--- src/rtl/uart_cmd_ctrl_pkg.sv ---
// uart_cmd_ctrl_pkg: frame-parser states, abort codes and the default frame header byte
package uart_cmd_ctrl_pkg;
    typedef enum logic [2:0] {S_IDLE, S_ADDR, S_DHI, S_DLO, S_CSUM, S_WRITE} state_t;
    localparam logic [2:0] ERR_NONE    = 3'd0;
    localparam logic [2:0] ERR_CSUM    = 3'd1;
    localparam logic [2:0] ERR_TIMEOUT = 3'd2;
    localparam logic [2:0] ERR_LINE    = 3'd3;
    localparam logic [2:0] ERR_OVERRUN = 3'd4;
    localparam logic [2:0] ERR_ACK     = 3'd5;
    localparam logic [7:0] HDR_BYTE_DEFAULT = 8'h55;
endpackage

--- src/rtl/uart_cmd_ctrl_timer.sv ---
// uart_cmd_ctrl_timer: restartable down-counter; expire flags the last allowed cycle while enabled
module uart_cmd_ctrl_timer #(
    parameter int unsigned COUNT = 270000
) (
    input  logic clk,
    input  logic rst,
    input  logic load,
    input  logic en,
    output logic expire
);
    localparam int W = (COUNT > 2) ? $clog2(COUNT) : 1;
    logic [W-1:0] cnt_q, cnt_d;
    always_comb cnt_d = load ? W'(COUNT - 1) : (en && cnt_q != '0) ? cnt_q - W'(1) : cnt_q;
    assign expire = en && !load && cnt_q == '0;
    always_ff @(posedge clk) begin
        if (rst) cnt_q <= '0;
        else cnt_q <= cnt_d;
    end
endmodule

--- src/rtl/uart_cmd_ctrl.sv ---
// uart_cmd_ctrl: parses {HDR,ADDR,DHI,DLO,CSUM} UART frames into req/ack config-register writes
module uart_cmd_ctrl
    import uart_cmd_ctrl_pkg::*;
#(
    parameter logic [7:0]  HDR_BYTE    = HDR_BYTE_DEFAULT,
    parameter int unsigned TIMEOUT_CNT = 270000,
    parameter int unsigned CNT_W       = 16
) (
    input  logic             clk,
    input  logic             rst,
    input  logic [7:0]       rx_data,
    input  logic             rx_valid,
    input  logic             rx_frame_error,
    input  logic             rx_chk_error,
    output logic             rx_clear,
    output logic [7:0]       cfg_addr,
    output logic [15:0]      cfg_wdata,
    output logic             cfg_req,
    input  logic             cfg_ack,
    output logic             frame_ok,
    output logic             frame_err,
    output logic [2:0]       err_code,
    output logic [CNT_W-1:0] ok_cnt,
    output logic [CNT_W-1:0] err_cnt,
    output logic             busy
);
    state_t state_q, state_d;
    logic [2:0] err_code_q, err_code_d, abort_code;
    logic [7:0] addr_q, addr_d, sum_q, sum_d, sum_next;
    logic [15:0] wdata_q, wdata_d;
    logic [CNT_W-1:0] ok_cnt_q, ok_cnt_d, err_cnt_q, err_cnt_d;
    logic frame_ok_q, frame_ok_d, frame_err_q, rx_clear_q;
    logic abort, line_err, data_byte, tmr_load, expire;

    assign line_err  = rx_valid & (rx_frame_error | rx_chk_error);
    assign data_byte = rx_valid & ~line_err;
    assign sum_next  = sum_q + rx_data;

    uart_cmd_ctrl_timer #(.COUNT(TIMEOUT_CNT)) u_timer (
        .clk    (clk),
        .rst    (rst),
        .load   (tmr_load),
        .en     (state_q != S_IDLE),
        .expire (expire)
    );

    always_comb begin
        state_d    = state_q;
        addr_d     = addr_q;
        wdata_d    = wdata_q;
        sum_d      = sum_q;
        err_code_d = err_code_q;
        ok_cnt_d   = ok_cnt_q;
        err_cnt_d  = err_cnt_q;
        frame_ok_d = 1'b0;
        abort      = 1'b0;
        abort_code = ERR_NONE;
        tmr_load   = 1'b0;
        case (state_q)
            S_IDLE: if (data_byte && rx_data == HDR_BYTE) begin
                state_d  = S_ADDR;
                sum_d    = '0;
                tmr_load = 1'b1;
            end
            S_ADDR, S_DHI, S_DLO: if (data_byte) begin
                state_d  = state_t'(state_q + 3'd1);
                sum_d    = sum_next;
                addr_d   = (state_q == S_ADDR) ? rx_data : addr_q;
                wdata_d  = (state_q == S_DHI) ? {rx_data, wdata_q[7:0]} :
                           (state_q == S_DLO) ? {wdata_q[15:8], rx_data} : wdata_q;
                tmr_load = 1'b1;
            end else if (line_err || expire) begin
                abort      = 1'b1;
                abort_code = line_err ? ERR_LINE : ERR_TIMEOUT;
            end
            S_CSUM: if (data_byte && sum_next == '0) begin
                state_d  = S_WRITE;
                tmr_load = 1'b1;
            end else if (rx_valid || expire) begin
                abort      = 1'b1;
                abort_code = data_byte ? ERR_CSUM : line_err ? ERR_LINE : ERR_TIMEOUT;
            end
            // an ack outranks any byte or timeout arriving in the same cycle
            S_WRITE: if (cfg_ack) begin
                state_d    = S_IDLE;
                frame_ok_d = 1'b1;
                ok_cnt_d   = (&ok_cnt_q) ? ok_cnt_q : ok_cnt_q + CNT_W'(1);
            end else if (rx_valid || expire) begin
                abort      = 1'b1;
                abort_code = line_err ? ERR_LINE : rx_valid ? ERR_OVERRUN : ERR_ACK;
            end
            default: state_d = S_IDLE;
        endcase
        if (abort) begin
            state_d    = S_IDLE;
            err_code_d = abort_code;
            err_cnt_d  = (&err_cnt_q) ? err_cnt_q : err_cnt_q + CNT_W'(1);
        end
    end

    always_ff @(posedge clk) begin
        if (rst) begin
            state_q     <= S_IDLE;
            addr_q      <= '0;
            wdata_q     <= '0;
            sum_q       <= '0;
            err_code_q  <= '0;
            ok_cnt_q    <= '0;
            err_cnt_q   <= '0;
            frame_ok_q  <= 1'b0;
            frame_err_q <= 1'b0;
            rx_clear_q  <= 1'b0;
        end else begin
            state_q     <= state_d;
            addr_q      <= addr_d;
            wdata_q     <= wdata_d;
            sum_q       <= sum_d;
            err_code_q  <= err_code_d;
            ok_cnt_q    <= ok_cnt_d;
            err_cnt_q   <= err_cnt_d;
            frame_ok_q  <= frame_ok_d;
            frame_err_q <= abort;
            rx_clear_q  <= line_err;
        end
    end

    assign rx_clear  = rx_clear_q;
    assign cfg_addr  = addr_q;
    assign cfg_wdata = wdata_q;
    assign cfg_req   = state_q == S_WRITE;
    assign frame_ok  = frame_ok_q;
    assign frame_err = frame_err_q;
    assign err_code  = err_code_q;
    assign ok_cnt    = ok_cnt_q;
    assign err_cnt   = err_cnt_q;
    assign busy      = state_q != S_IDLE;
endmodule

--- config.mk ---
export PLATFORM = sky130hd
export DESIGN_NAME = uart_cmd_ctrl
export DESIGN_NICKNAME = d
export VERILOG_FILES = /design/src/rtl/uart_cmd_ctrl_pkg.sv /design/src/rtl/uart_cmd_ctrl_timer.sv /design/src/rtl/uart_cmd_ctrl.sv
export SDC_FILE = /design/constraint.sdc
export NUM_CORES = 1
export LEC_CHECK = 0
export BUFFER_PORTS_ARGS = -buffer_cell sky130_fd_sc_hd__clkbuf_2
export CORE_UTILIZATION = 40
export DETAILED_ROUTE_END_ITERATION = 7
export PLACE_DENSITY = 0.66
export SKIP_CTS_REPAIR_TIMING = 1
export SLEW_MARGIN = 40
export SYNTH_ARGS = -nofsm -noshare
export SYNTH_HDL_FRONTEND = slang
export SYNTH_SLANG_ARGS = --single-unit
--- constraint.sdc ---
create_clock -name clk -period 7 [get_ports clk]
set_input_delay 1.05 -clock clk [delete_from_list [all_inputs] [get_ports clk]]
set_output_delay 1.05 -clock clk [all_outputs]
set_load 0.005 [all_outputs]
* Yosys cells after proc, flatten, opt, wreduce, memory -nomap -nowiden
Cells that the tools add are included.
** Storage, ports and cells
- Input bits :: 14
- Register bits :: 92
- Logic and storage cells :: 98
- Output and inout bits :: 64
** Cells by class
- Eq/ne operators :: 10
- Bitwise operators :: 8
- Multiplexer cells :: 34
- Reductions and logical operators :: 28
- Add/subtract/negate cells :: 5
** Operators with widths (count)
- $mux 19 :: 2
- $add 16x1->16 const B :: 2
- $reduce_and 16->1 :: 2
- $mux 8 :: 3
- $mux 3 :: 7
- $logic_not 19->1 :: 1
- $reduce_bool 19->1 :: 1
- $sub 19x1->19 const B :: 1
- $mux 16 :: 1
- $pmux 8 s2 :: 1
- $pmux 3 s4 :: 1
- $reduce_and 3->1 :: 4
- $mux 1 :: 11
- $mux 2 :: 5
- $pmux 3 s3 :: 1
- $add 8x8->8 :: 1
- $eq 8x7->1 const B :: 1
- $logic_not 8->1 :: 1
- $reduce_and 4->1 :: 2
- $eq 3x2->1 const B :: 2
- $eq 3x3->1 const B :: 2
- $ne 2x2->1 const B :: 3
- $pmux 1 s3 :: 2
- $reduce_or 2->1 :: 3
- other kinds (14) :: 25

* Longest topological paths before layout
Gate-level depths: netlist (run 1).
- Depth in word-level cells :: 15
- Gate-level depth with buffers :: 11
- Gate-level depth less buffers :: 9

* Modules after synthesis
Synthesis (run 1) repeated with hierarchy kept, for this count alone.
** Second synthesis, totals
- Cell total of the unflattened synthesis :: 593
- Area, all modules :: 5166.2 um^2
** By module, submodules not included
- uart_cmd_ctrl :: sequential area each 1461.4 um^2, instances 1, area each 4033.9 um^2, cells each 457
- uart_cmd_ctrl_timer :: sequential area each 380.4 um^2, instances 1, area each 1132.3 um^2, cells each 136

* Least setup slack after synthesis (run 1)
Ideal clock, no wire load.
- Path type :: input port to flip-flop
- Start :: in rx_data[0]
- End :: reg err_cnt_q[12] (netlist: err_cnt[12])
- Setup time :: 0.131 ns
- Stages :: 11
- Required time :: 6.869 ns
- Buffers on the path :: 2
- Slack :: 3.391 ns
- Arrival :: 3.478 ns
- Cells stage by stage :: ha_1 fa_1 a211oi_1 o21ai_0 nor3b_2 a21boi_1 a211o_2 buf_6 buf_6 o311ai_2 o41ai_2
** Between the ends
- Word-level cells in the longest chain between the ends :: 13
- Elaborated cells on any way between the ends :: 20
- Those cells by class :: add/sub (1); eq/ne (1); mux (9); reduce/logical (9)
** Ends and longest elaborated chain
- from (decl) :: line uart_cmd_ctrl.sv:11 : input logic [7:0] rx_data,
- $add 8x8->8 :: line uart_cmd_ctrl.sv:37 : assign sum_next = sum_q + rx_data;
- $logic_not 8->1 :: line uart_cmd_ctrl.sv:76 : S_CSUM: if (data_byte && sum_next == '0) begin
- $logic_and 1x1->1 :: line uart_cmd_ctrl.sv:76
- $mux 1 :: line uart_cmd_ctrl.sv:76
- $pmux 1 s3 :: line uart_cmd_ctrl.sv:59 : case (state_q)
- $logic_not 1->1 :: line uart_cmd_ctrl_timer.sv:14 : assign expire = en && !load && cnt_q == '0;
- $logic_and 1x1->1 (2 in a row) :: line uart_cmd_ctrl_timer.sv:14
- $logic_or 1x1->1, on equally long branches :: line uart_cmd_ctrl.sv:79, uart_cmd_ctrl.sv:88, uart_cmd_ctrl.sv:72
- $mux 1, on equally long branches :: line uart_cmd_ctrl.sv:79, uart_cmd_ctrl.sv:88, uart_cmd_ctrl.sv:72
- $mux 1, on equally long branches :: line uart_cmd_ctrl.sv:84, uart_cmd_ctrl.sv:76, uart_cmd_ctrl.sv:65
- $pmux 1 s3 * :: line uart_cmd_ctrl.sv:59
- $reduce_and 2->1 (no source line) *
- to (signal assigned) :: line uart_cmd_ctrl.sv:120 : err_cnt_q <= err_cnt_d;
- to (decl) :: line uart_cmd_ctrl.sv:31 : logic [CNT_W-1:0] ok_cnt_q, ok_cnt_d, err_cnt_q, err_cnt_d;
Every way passes the cells marked *; elsewhere a longest branch is shown, timed or not.
A chain may end at the register's enable or synchronous reset.

* Worst setup path in the final report (run 1)
- Start :: in rx_data[0]
- End :: reg err_cnt_q[3] (netlist: err_cnt[3])
Same word-level chain as after synthesis.

==> key figures, run 1 <==
Synthesis
  – Compound-cell area share of the yosys netlist: 0.1712
  – Post-synth net total: 559
  – Share of synthesized flip-flops with an asynchronous set or reset: 0
  – Synthesized instance count: 529
  – Number of enable-type register cells in the synthesized netlist: 0
  – Part of the Yosys area used for sequential elements: 0.4044
  – Netlist Area Pre-Place: 0.004554 mm2
  – Avg Cell Area, Syn: 8.609 um2
  – Adder-cell area share of the yosys netlist: 0.04560
  – Yosys warning total: 0
  – Fraction of synthesized cell area in xor and xnor cells: 0.05769
  – Synth Register Bits: 92
  – Post-synthesis share of cell area spent on and, or, nand and nor gates: 0.2593
  – Cell variety after synth: 65
  – Flip-flop cell with the highest count after synthesis: sky130_fd_sc_hd__dfxtp_1
  – Mux contribution to synthesized area: 0.02445
  – Largest family of logic cells by synthesized area: simple AND/OR/NAND/NOR gates

Power
  – Internal power: 0.0009124 W
  – Fraction of power spent switching nets: 0.2464
  – Maximum vdd drop: 0.0001257 V
  – Part of the power in combinational logic: 0.121
  – Cell area power density: 227.1 mW/mm2
  – Leakage: 2.108 nW
  – Portion of total power attributed to the clock network: 0.423
  – Register share of total power: 0.455
  – Switching power of the nets: 0.0002983 W
  – Total chip power: 0.001211 W

Detailed routing
  – Post-detailed-route wirelength per cell: 14.63 um
  – Count of TritonRoute iterations in the first routing pass: 4
  – Detailed-route via count: 4080
  – Remaining antenna violation count after routing: 0
  – DRC viols: 0
  – Average via count per standard cell: 5.521
  – Number of DRC markers after the initial detailed-route iteration: 185
  – Routed wire length: 10.81 mm

Critical path
  – Start point of the critical path: rx_data[0]
  – Buffers & Inverters on Critical Path: 1
  – Top fanout value on the critical path: 36
  – Worst Setup Start Kind: input pin
  – Flop2flop setup slack: 3.66 ns
  – Worst setup path class: in -> reg
  – R2r endpoint: err_cnt[3]
  – Origin of the critical flop-to-flop path: sum_q[0]
  – Worst endpoint required time: 7.26 ns
  – CP top delay family: compound AO/OA/AOI/OAI gates
  – Crit path largest cell delay: 0.59 ns
  – Number of cells traversed by the worst register-to-register path: 9
  – Critical path arrival: 4.15 ns
  – Cell type of the slowest stage on the worst timing path: sky130_fd_sc_hd__a211o_2
  – Worst Setup End Kind: flop
  – Series of cell instances along the critical path: clkbuf_2 -> ha_1 -> fa_1 -> a211oi_1 -> o21ai_0 -> nor3b_2 -> a21boi_1 -> a211o_2 -> or4_1 -> a21oi_1

Cells and area
  – Inserted Diodes: 0
  – Number of nets in the layout: 626
  – Fraction of layout cells with a size suffix above 1: 0.1903
  – Most common cell after layout, fill and taps aside: sky130_fd_sc_hd__dfxtp_1
  – Top library cells by usage in the layout, fill and taps aside: sky130_fd_sc_hd__dfxtp_1 (92), sky130_fd_sc_hd__clkbuf_2 (77), sky130_fd_sc_hd__nor2_1 (67), sky130_fd_sc_hd__nand2_1 (45), sky130_fd_sc_hd__a21oi_1 (38)
  – Synthesis-to-finish area growth: 17.03%

Timing
  – Min Tclk post-route: 3.896 ns
  – Fin. max-slew vios: 0
  – Unrepaired setup endpoints after global routing: no
  – Slew at the pin closest to its max-slew limit: 0.8154 ns
  – Worst clock skew: 0.006533 ns
  – Final clock period utilization by the worst path: 0.5566
  – Worst slew margin relative to its limit: 0.4564
  – Hold Fails Final Rpt: 0
  – Worst Hold Slack: 0.4543 ns
  – Number of setup violations in the final report: 0
  – Max frequency: 0.2567 GHz
  – Sum of negative setup slack: 0 ns

Global routing
  – Sum of overflow across all layers after global routing: 0
  – Met1 demand-to-capacity share in global routing: 0.2396
  – Initial antenna violation count: 0
  – Largest net degree at the start of global routing: 80
  – Met3 GRT Util: 0.03885
  – Busiest layer in global routing: met2
  – Number of global-route vias before repair: 3696
  – First-pass GRT wire length: 17.39 mm
  – GR Util All Layers: 0.1874
  – Met2 layer usage reported by global route: 0.3119

Run
  – Max cap viols: 0

Clock tree
  – H-tree levels: 3
  – Reg clk slew, reported paths: 0.06 ns
  – Sinks on Clock Net: 92
  – Num CTS Buffers: 9
  – Clock network latency to the later pin of the worst-skew pair: 0.34 ns
  – CTS Root Buffer Type: sky130_fd_sc_hd__clkbuf_16
  – TritonCTS clock tree: yes
  – Max Buffers Root-to-Sink: 2

Hold path
  – Hold path depth: 2
  – HP Class: reg -> reg
  – Hold endpoint: err_code[2]
  – Hold path start: err_code[2]

Floorplanning
  – Overall die area: 0.01182 mm2
  – Initial core utilization: 0.4147
  – Row cnt: 38
  – Height of the die: 108.7 um
  – Number of placed I/O pins: 78
  – Area of the core region: 0.01098 mm2
  – Horizontal die dimension: 108.7 um

Placement
  – DP Wirelength: 7.539 mm
  – Port-buffer cells: 77
  – Final estimated routing congestion in global placement: 0.8629

Outcome
  – Outcome: finished, final reports clean
[stage by stage]
step           instances    util  area (um2)  worst slack [ns]
4_1_cts              739  0.4852        5329             3.123
6_report             739  0.4853        5330             3.104
2_1_floorplan        529       -        4554             3.391
3_3_place_gp         725  0.4564        5012             2.934
5_1_grt              739  0.4853        5330             2.955
3_5_place_dp         725  0.4566        5015             2.810
[synthesized netlist by cell type (9+ instances only)]
library cell | n | share of area
sky130_fd_sc_hd__dfxtp_1 | 92 | 0.40
sky130_fd_sc_hd__nor2_1 | 68 | 0.056
sky130_fd_sc_hd__nand2_1 | 45 | 0.037
sky130_fd_sc_hd__a21oi_1 | 38 | 0.042
sky130_fd_sc_hd__nand3_1 | 31 | 0.034
sky130_fd_sc_hd__xor2_1 | 16 | 0.031
sky130_fd_sc_hd__ha_1 | 15 | 0.041
sky130_fd_sc_hd__inv_1 | 14 | 0.012
sky130_fd_sc_hd__xnor2_1 | 14 | 0.027
sky130_fd_sc_hd__clkbuf_1 | 13 | 0.011
sky130_fd_sc_hd__a31oi_1 | 12 | 0.016
sky130_fd_sc_hd__o21ai_0 | 12 | 0.013
sky130_fd_sc_hd__mux2i_1 | 10 | 0.022
sky130_fd_sc_hd__or4_1 | 10 | 0.016
sky130_fd_sc_hd__nor3_1 | 9 | 0.0099
[cell type report]
class                      count  area (um2)
clock buffer                  10       239.0
clock inverter                 4       75.07
fill                        1069        5653
inverter                      14       52.55
multi-input combinational    400        2546
sequential                    92        1842
tap                          140       175.2
timing repair buffer          79       400.4
[cells by family after synthesis]
family                   Yosys count
XOR/XNOR                          30
AND/OR/NAND/NOR                  227
AO/OA/AOI/OAI                    116
multiplexers                      11
flip-flops                        92
adder cells (fa/ha/maj)           16
buffers and inverters             37
[state kept, by name (all words and copies together) (netlist names)]
name           flops
cfg_addr           8
cfg_wdata         16
err_cnt           16
err_code           3
frame_err          1
frame_ok           1
ok_cnt            16
rx_clear           1
state_q            3
sum_q              8
u_timer.cnt_q     19
[tightest hold or removal path, cell delays in order (launching register included)]
cell	delay, ns
sky130_fd_sc_hd__dfxtp_1	0.31
sky130_fd_sc_hd__nand2_1	0.05
sky130_fd_sc_hd__a21oi_1	0.05
[layer usage]
layer	share of wire	up-vias
met5	0	-
met4	0.015	0
met3	0.039	13
met2	0.47	85
met1	0.47	1930
li1	-	2052
[power groups by stage]
stage	registers, W	clock network, W	logic, W
after floorplan	0.000560	0	0.000113
after global placement	0.000562	0	0.000144
after detailed placement	0.000563	0	0.000146
after CTS	0.000551	0.000523	0.000148
after global routing	0.000553	0.000548	0.000169
final	0.000551	0.000512	0.000147
[worst max-delay path by stage]
stage | to | cells after the start | slack (ns)
after floorplan | err_cnt[12] | 11 | 3.39
after global placement | err_cnt[11] | 10 | 2.93
after detailed placement | err_cnt[6] | 10 | 2.81
after CTS | err_cnt[3] | 10 | 3.12
after global routing | err_cnt[10] | 10 | 2.96
final | err_cnt[3] | 10 | 3.10
Power figures use the tool's default switching activity.
==> run 2, diff against run 1 <==
==> constraint.sdc (replaced) <==
create_clock -name clk -period 3.61 [get_ports clk]
set_input_delay 0.5415 -clock clk [delete_from_list [all_inputs] [get_ports clk]]
set_output_delay 0.5415 -clock clk [all_outputs]
set_load 0.005 [all_outputs]
==> run 2 against run 1 <==
Non-clock buffer count grew 12. First-iteration DRC count shrank 23%. Sequential power grew 94%. Critical path depth grew 2. Register-to-register slack lost 3.1 ns. Critical path type unchanged.
==> key figures, run 2 (synthesis results as in run 1) <==
Cells and area
  – Most common cell after layout, fill and taps aside: sky130_fd_sc_hd__dfxtp_1
  – Synthesis-to-finish area growth: 18.05%
  – Post-layout util: 0.4895 (+0.004215)
  – Max FFs per register: 19 (unchanged)
  – Finished layout cell area: 0.005376 mm2 (+0.87%)
  – Register bank with the most flops: u_timer.cnt_q
  – Fraction of layout cells with a size suffix above 1: 0.2013 (+0.01099)
  – Inserted Diodes: 0 (unchanged)
  – Number of nets in the layout: 638 (+1.9%)
  – Top library cells by usage in the layout, fill and taps aside: sky130_fd_sc_hd__dfxtp_1 (92), sky130_fd_sc_hd__clkbuf_2 (77), sky130_fd_sc_hd__nor2_1 (68), sky130_fd_sc_hd__nand2_1 (45), sky130_fd_sc_hd__a21oi_1 (38)

Global routing
  – Sum of overflow across all layers after global routing: 0 (unchanged)
  – Number of global-route vias before repair: 3927 (+6.3%)
  – GR Util All Layers: 0.1989 (+0.01149)
  – Initial antenna violation count: 0 (unchanged)
  – Largest net degree at the start of global routing: 45 (-44%)
  – First-pass GRT wire length: 18.41 mm (+5.8%)

Timing
  – Worst slew margin relative to its limit: 0.4838 (+0.02736)
  – Fin. max-slew vios: 0 (unchanged)
  – Final clock period utilization by the worst path: 0.8426
  – Hold Fails Final Rpt: 0 (unchanged)
  – Max frequency: 0.3287 GHz
  – Slew at the pin closest to its max-slew limit: 0.7743 ns (-0.04103 ns)
  – Worst clock skew: 0.007503 ns (+0.0009705 ns)
  – Min Tclk post-route: 3.042 ns
  – Sum of negative setup slack: 0 ns (unchanged)
  – Unrepaired setup endpoints after global routing: no
  – Number of setup violations in the final report: 0 (unchanged)
  – Final WS setup: 0.5681 ns (-2.536 ns)

Clock tree
  – Max Buffers Root-to-Sink: 2 (unchanged)
  – TritonCTS clock tree: yes
  – Sinks on Clock Net: 92 (unchanged)
  – H-tree levels: 3 (unchanged)
  – CTS Root Buffer Type: sky130_fd_sc_hd__clkbuf_16
  – Reg clk slew, reported paths: 0.06 ns (about the same)
  – Clock network latency to the later pin of the worst-skew pair: 0.35 ns (about the same)
  – Num CTS Buffers: 9 (unchanged)

Floorplanning
  – Overall die area: 0.01182 mm2 (unchanged)
  – Horizontal die dimension: 108.7 um (unchanged)
  – Initial core utilization: 0.4147 (unchanged)
  – Area of the core region: 0.01098 mm2 (unchanged)
  – Number of placed I/O pins: 78 (unchanged)
  – Row cnt: 38 (unchanged)
  – Height of the die: 108.7 um (unchanged)

Placement
  – Instance area after placement: 0.005102 mm2 (+1.7%)
  – Port-buffer cells: 77 (unchanged)
  – Pre-CTS worst setup slack: 0.2247 ns (-2.585 ns)
  – Final estimated routing congestion in global placement: 0.9233 (+7.0%)
  – DP Wirelength: 8.064 mm (+7.0%)

Critical path
  – Worst Setup End Kind: flop
  – Origin of the critical flop-to-flop path: sum_q[0]
  – R2r endpoint: err_cnt[9]
  – Critical path arrival: 3.28 ns (-0.87 ns)
  – Worst endpoint required time: 3.85 ns (-3.41 ns)
  – Number of cells traversed by the worst register-to-register path: 11 (+2)
  – Top fanout value on the critical path: 22 (-39%)
  – Flop2flop setup slack: 0.58 ns (-3.08 ns)
  – Worst Setup Start Kind: input pin
  – Worst setup path class: in -> reg

Detailed routing
  – Average via count per standard cell: 5.554 (+0.60%)
  – Detailed-route via count: 4171 (+2.2%)
  – Routed wire length: 11.23 mm (+3.9%)
  – Count of TritonRoute iterations in the first routing pass: 8 (+4)
  – Number of DRC markers after the initial detailed-route iteration: 143 (-23%)
  – Post-detailed-route wirelength per cell: 14.95 um (+2.2%)
  – Remaining antenna violation count after routing: 0 (unchanged)
  – DRC viols: 0 (unchanged)

Power
  – Cell area power density: 423.0 mW/mm2 (+86%)
  – Maximum vdd drop: 0.0004414 V (+250%)
  – Leakage: 2.153 nW (+2.2%)

Hold path
  – Hold path depth: 2 (unchanged)
  – Hold endpoint: cfg_addr[2]
  – Hold path start: cfg_addr[2]
  – HP Class: reg -> reg

Run
  – Max cap viols: 0 (unchanged)

Outcome
  – Outcome: finished, final reports clean
[run 2: changes by cell type in the layout (fill, tap and decap cells not counted), sizes merged]
cell | before | now
buf | 2 | 14
bufinv | 2 | 1
clkbuf | 87 | 88
clkinv | 0 | 2
clkinvlp | 2 | 0
[run 2: power breakdown]
group	internal (W)	switching, W	leakage [nW]
Clock	0.000527	0.000379	0.135
Sequential	0.00104	0.0000251	0.742
Combinational	0.000116	0.000184	1.28
Total	0.00169	0.000587	2.15
[run 2: per-layer routing]
metal,GRT usage,wire length [um],vias up,part of all wire
met5,0,0,-,0
met4,0.06660,217,0,0.019
met3,0.06396,690,14,0.061
met2,0.3382,5394,126,0.48
met1,0.2355,4925,1966,0.44
li1,-,-,2065,-
[run 2: area by class of cell]
class / instances / area (um2)
clock inverter: 3 / 40.04
sequential: 92 / 1842
timing repair buffer: 91 / 490.5
inverter: 14 / 52.55
fill: 1048 / 5607
clock buffer: 11 / 232.7
tap: 140 / 175.2
multi-input combinational: 400 / 2544
[run 2: how the worst max path moves through the flow]
stage          startpoint     endpoint  slack [ns]  depth (start not counted)
2_1_floorplan  rx_data[0]  err_cnt[12]        0.51                         11
3_3_place_gp   rx_data[0]   err_cnt[7]        0.25                         12
3_5_place_dp   rx_data[0]   err_cnt[9]        0.22                         12
4_1_cts        rx_data[0]   err_cnt[9]        0.57                         12
5_1_grt        rx_data[0]  err_cnt[13]        0.38                         11
6_report       rx_data[0]   err_cnt[9]        0.57                         12
[run 2: critical path, stage by stage]
cell and delay, ns:
sky130_fd_sc_hd__clkbuf_2 0.13, sky130_fd_sc_hd__ha_1 0.24, sky130_fd_sc_hd__fa_1 0.41, sky130_fd_sc_hd__a211oi_1 0.23, sky130_fd_sc_hd__buf_4 0.16, sky130_fd_sc_hd__o21ai_0 0.07, sky130_fd_sc_hd__nor3b_2 0.17, sky130_fd_sc_hd__a21boi_1 0.14
sky130_fd_sc_hd__a211o_2 0.51, sky130_fd_sc_hd__buf_4 0.21, sky130_fd_sc_hd__o31a_1 0.29, sky130_fd_sc_hd__o21a_1 0.18
[run 2: through the flow]
| step | power, W | std cells | hold slack (ns) |
|---|---|---|---|
| global route | 0.002374 | 751 | 0.4732 |
| finish | 0.002274 | 751 | 0.4515 |
| CTS | 0.002294 | 751 | 0.4543 |
| global placement | 0.001380 | 737 | 0.4437 |
| floorplan | 0.001306 | 529 | 0.4400 |
| detailed placement | 0.001389 | 737 | 0.4458 |
==> run 3, diff against run 2 <==
==> constraint.sdc (replaced) <==
create_clock -name clk -period 3 [get_ports clk]
set_input_delay 0.45 -clock clk [delete_from_list [all_inputs] [get_ports clk]]
set_output_delay 0.45 -clock clk [all_outputs]
set_load 0.005 [all_outputs]
==> run 3 against run 2 <==
Combinational power rose by 32%. Via count is 3.8% higher. Cell count grew 4.1%. Hold slack got worse by 0.043 ns. Critical endpoint is now err_cnt[4]. Highest routed layer unchanged.
==> key figures, run 3 (synthesis results as in run 1) <==
Outcome
  – Outcome: finished, final reports clean

Clock tree
  – Max Buffers Root-to-Sink: 2 (unchanged)
  – Sinks on Clock Net: 92 (unchanged)
  – Reg clk slew, reported paths: 0.06 ns (about the same)
  – TritonCTS clock tree: yes
  – Clock network latency to the later pin of the worst-skew pair: 0.35 ns (about the same)
  – CTS Root Buffer Type: sky130_fd_sc_hd__clkbuf_16
  – Num CTS Buffers: 9 (unchanged)
  – H-tree levels: 3 (unchanged)

Timing
  – Worst slew margin relative to its limit: 0.4645 (-0.01923)
  – Worst clock skew: 0.01089 ns (+0.003385 ns)
  – Sum of negative setup slack: 0 ns (unchanged)
  – Fin. max-slew vios: 0 (unchanged)
  – Number of setup violations in the final report: 0 (unchanged)
  – Final WS setup: 0.1044 ns (-0.4638 ns)
  – Slew at the pin closest to its max-slew limit: 0.8032 ns (+0.02885 ns)
  – Min Tclk post-route: 2.896 ns
  – Hold Fails Final Rpt: 0 (unchanged)
  – Max frequency: 0.3453 GHz
  – Worst Hold Slack: 0.4082 ns (-0.04333 ns)
  – Final clock period utilization by the worst path: 0.9652
  – Unrepaired setup endpoints after global routing: yes

Placement
  – Port-buffer cells: 77 (unchanged)
  – Final estimated routing congestion in global placement: 0.8336 (-9.7%)
  – DP Wirelength: 8.282 mm (+2.7%)
  – Pre-CTS worst setup slack: -0.2707 ns (-0.4954 ns)
  – Count of placed standard cells including taps: 764 (+3.7%)

Cells and area
  – Most common cell after layout, fill and taps aside: sky130_fd_sc_hd__dfxtp_1
  – Count of non-filler cells in the finished layout: 782 (+4.1%)
  – Top library cells by usage in the layout, fill and taps aside: sky130_fd_sc_hd__dfxtp_1 (91), sky130_fd_sc_hd__clkbuf_2 (77), sky130_fd_sc_hd__nor2_1 (68), sky130_fd_sc_hd__nand2_1 (45), sky130_fd_sc_hd__buf_4 (41)
  – Max FFs per register: 19 (unchanged)
  – Synthesis-to-finish area growth: 24.42%
  – Register bank with the most flops: u_timer.cnt_q
  – Fraction of layout cells with a size suffix above 1: 0.2508 (+0.04947)
  – Number of nets in the layout: 667 (+4.5%)
  – Fill cells: 1032 (-1.5%)
  – Register area: 0.001843 mm2 (about the same)
  – Area of the multi-input gates: 0.002605 mm2 (+2.4%)
  – Inserted Diodes: 0 (unchanged)

Critical path
  – Buffers & Inverters on Critical Path: 0 (-3)
  – Number of cells traversed by the worst register-to-register path: 9 (-2)
  – Critical path arrival: 3.17 ns (-0.11 ns)
  – Crit path largest cell delay: 0.52 ns (about the same)
  – Origin of the critical flop-to-flop path: sum_q[0]
  – Worst setup path class: reg -> reg
  – Cell type of the slowest stage on the worst timing path: sky130_fd_sc_hd__or4_1
  – R2r endpoint: err_cnt[4]
  – Worst Setup End Kind: flop
  – CP top delay family: compound AO/OA/AOI/OAI gates
  – Worst endpoint required time: 3.27 ns (-0.58 ns)
  – Series of cell instances along the critical path: ha_4 -> fa_2 -> a211oi_4 -> o21ai_0 -> nor3b_2 -> a21boi_1 -> a211o_4 -> or4_1 -> a21oi_1
  – Top fanout value on the critical path: 15 (-32%)
  – Worst Setup Start Kind: flop
  – Flop2flop setup slack: 0.10 ns (-0.48 ns)

Global routing
  – Initial antenna violation count: 0 (unchanged)
  – Largest net degree at the start of global routing: 77 (+71%)
  – First-pass GRT wire length: 18.83 mm (+2.3%)
  – GR Util All Layers: 0.2022 (+0.003310)
  – Sum of overflow across all layers after global routing: 0 (unchanged)
  – Number of global-route vias before repair: 4009 (+2.1%)

Detailed routing
  – Routed wire length: 12.08 mm (+7.6%)
  – Detailed-route wire length on metal 1: 5.476 mm (+11%)
  – Number of DRC markers after the initial detailed-route iteration: 248 (+73%)
  – DRC viols: 0 (unchanged)
  – Remaining antenna violation count after routing: 0 (unchanged)
  – Detailed-route via count: 4330 (+3.8%)
  – Average via count per standard cell: 5.537 (-0.30%)
  – Count of TritonRoute iterations in the first routing pass: 5 (-3)
  – Wire length on met2: 5.777 mm (+7.1%)
  – Top sig layer: met4
  – Post-detailed-route wirelength per cell: 15.45 um (+3.3%)
  – Met3 layer wire length in the routed design: 581 um (-16%)

Power
  – Cell area power density: 490.8 mW/mm2 (+16%)
  – Maximum vdd drop: 0.0003265 V (-26%)
  – Total chip power: 0.002781 W (+22%)
  – Leakage: 2.309 nW (+7.3%)

Floorplanning
  – Area of the core region: 0.01098 mm2 (unchanged)
  – Initial core utilization: 0.4147 (unchanged)
  – Row cnt: 38 (unchanged)
  – Height of the die: 108.7 um (unchanged)
  – Number of placed I/O pins: 78 (unchanged)
  – Horizontal die dimension: 108.7 um (unchanged)
  – Overall die area: 0.01182 mm2 (unchanged)

Run
  – Max cap viols: 0 (unchanged)

Hold path
  – Hold path depth: 3 (+1)
  – HP Class: in -> reg
  – Hold endpoint: frame_ok
  – Hold path start: cfg_ack
[run 3: cell types whose count changed in the layout (fill, tap and decap cells not counted), sizes merged]
cell      before  now
bufinv         1    0
a211o          2    3
buf           14   42
inv           14   15
clkinvlp       0    2
[run 3: how the worst max path moves through the flow]
stage	endpoint	depth (start not counted)	start	slack (ns)
floorplan	err_cnt[12]	11	rx_data[0]	0.09
global placement	err_cnt[4]	10	rx_data[0]	-0.20
detailed placement	err_cnt[4]	10	rx_data[0]	-0.27
CTS	err_cnt[4]	9	sum_q[0]	-0.02
global route	state_q[1]	12	sum_q[0]	-0.05
finish	err_cnt[4]	9	sum_q[0]	0.10
[run 3: worst register-to-register path, stage by stage, from the launching register on]
cell and delay [ns]:
sky130_fd_sc_hd__dfxtp_2 0.34, sky130_fd_sc_hd__ha_4 0.17, sky130_fd_sc_hd__fa_2 0.41, sky130_fd_sc_hd__a211oi_4 0.29
sky130_fd_sc_hd__o21ai_0 0.12, sky130_fd_sc_hd__nor3b_2 0.16, sky130_fd_sc_hd__a21boi_1 0.19, sky130_fd_sc_hd__a211o_4 0.46
sky130_fd_sc_hd__or4_1 0.53, sky130_fd_sc_hd__a21oi_1 0.15
[run 3: routing by layer]
layer / GRT usage / vias up
li1: - / 2137
met1: 0.2489 / 2047
met2: 0.3445 / 121
met3: 0.04423 / 25
met4: 0.07529 / 0
met5: 0 / -
[run 3: metrics by stage]
stage,area [um2],util
global placement,5310,0.4835
floorplan,4559,-
CTS,5597,0.5096
finish,5667,0.5159
detailed placement,5310,0.4835
global route,5667,0.5159
[run 3: area by class of cell]
| class | instances | area share |
|---|---|---|
| timing repair buffer | 119 | 0.1243 |
| sequential | 92 | 0.3252 |
| tap | 140 | 0.03091 |
| multi-input combinational | 401 | 0.4597 |
| clock buffer | 11 | 0.04460 |
| inverter | 14 | 0.009274 |
| clock inverter | 5 | 0.005962 |
[run 3: power breakdown]
| part | total [W] | internal (W) | switching, W | leakage (nW) |
|---|---|---|---|---|
| combinational | 0.000396 | 0.000158 | 0.000238 | 1.43 |
| clock | 0.00110 | 0.000607 | 0.000492 | 0.138 |
| sequential | 0.00129 | 0.00126 | 0.0000303 | 0.742 |
| total | 0.00278 | 0.00202 | 0.000760 | 2.31 |
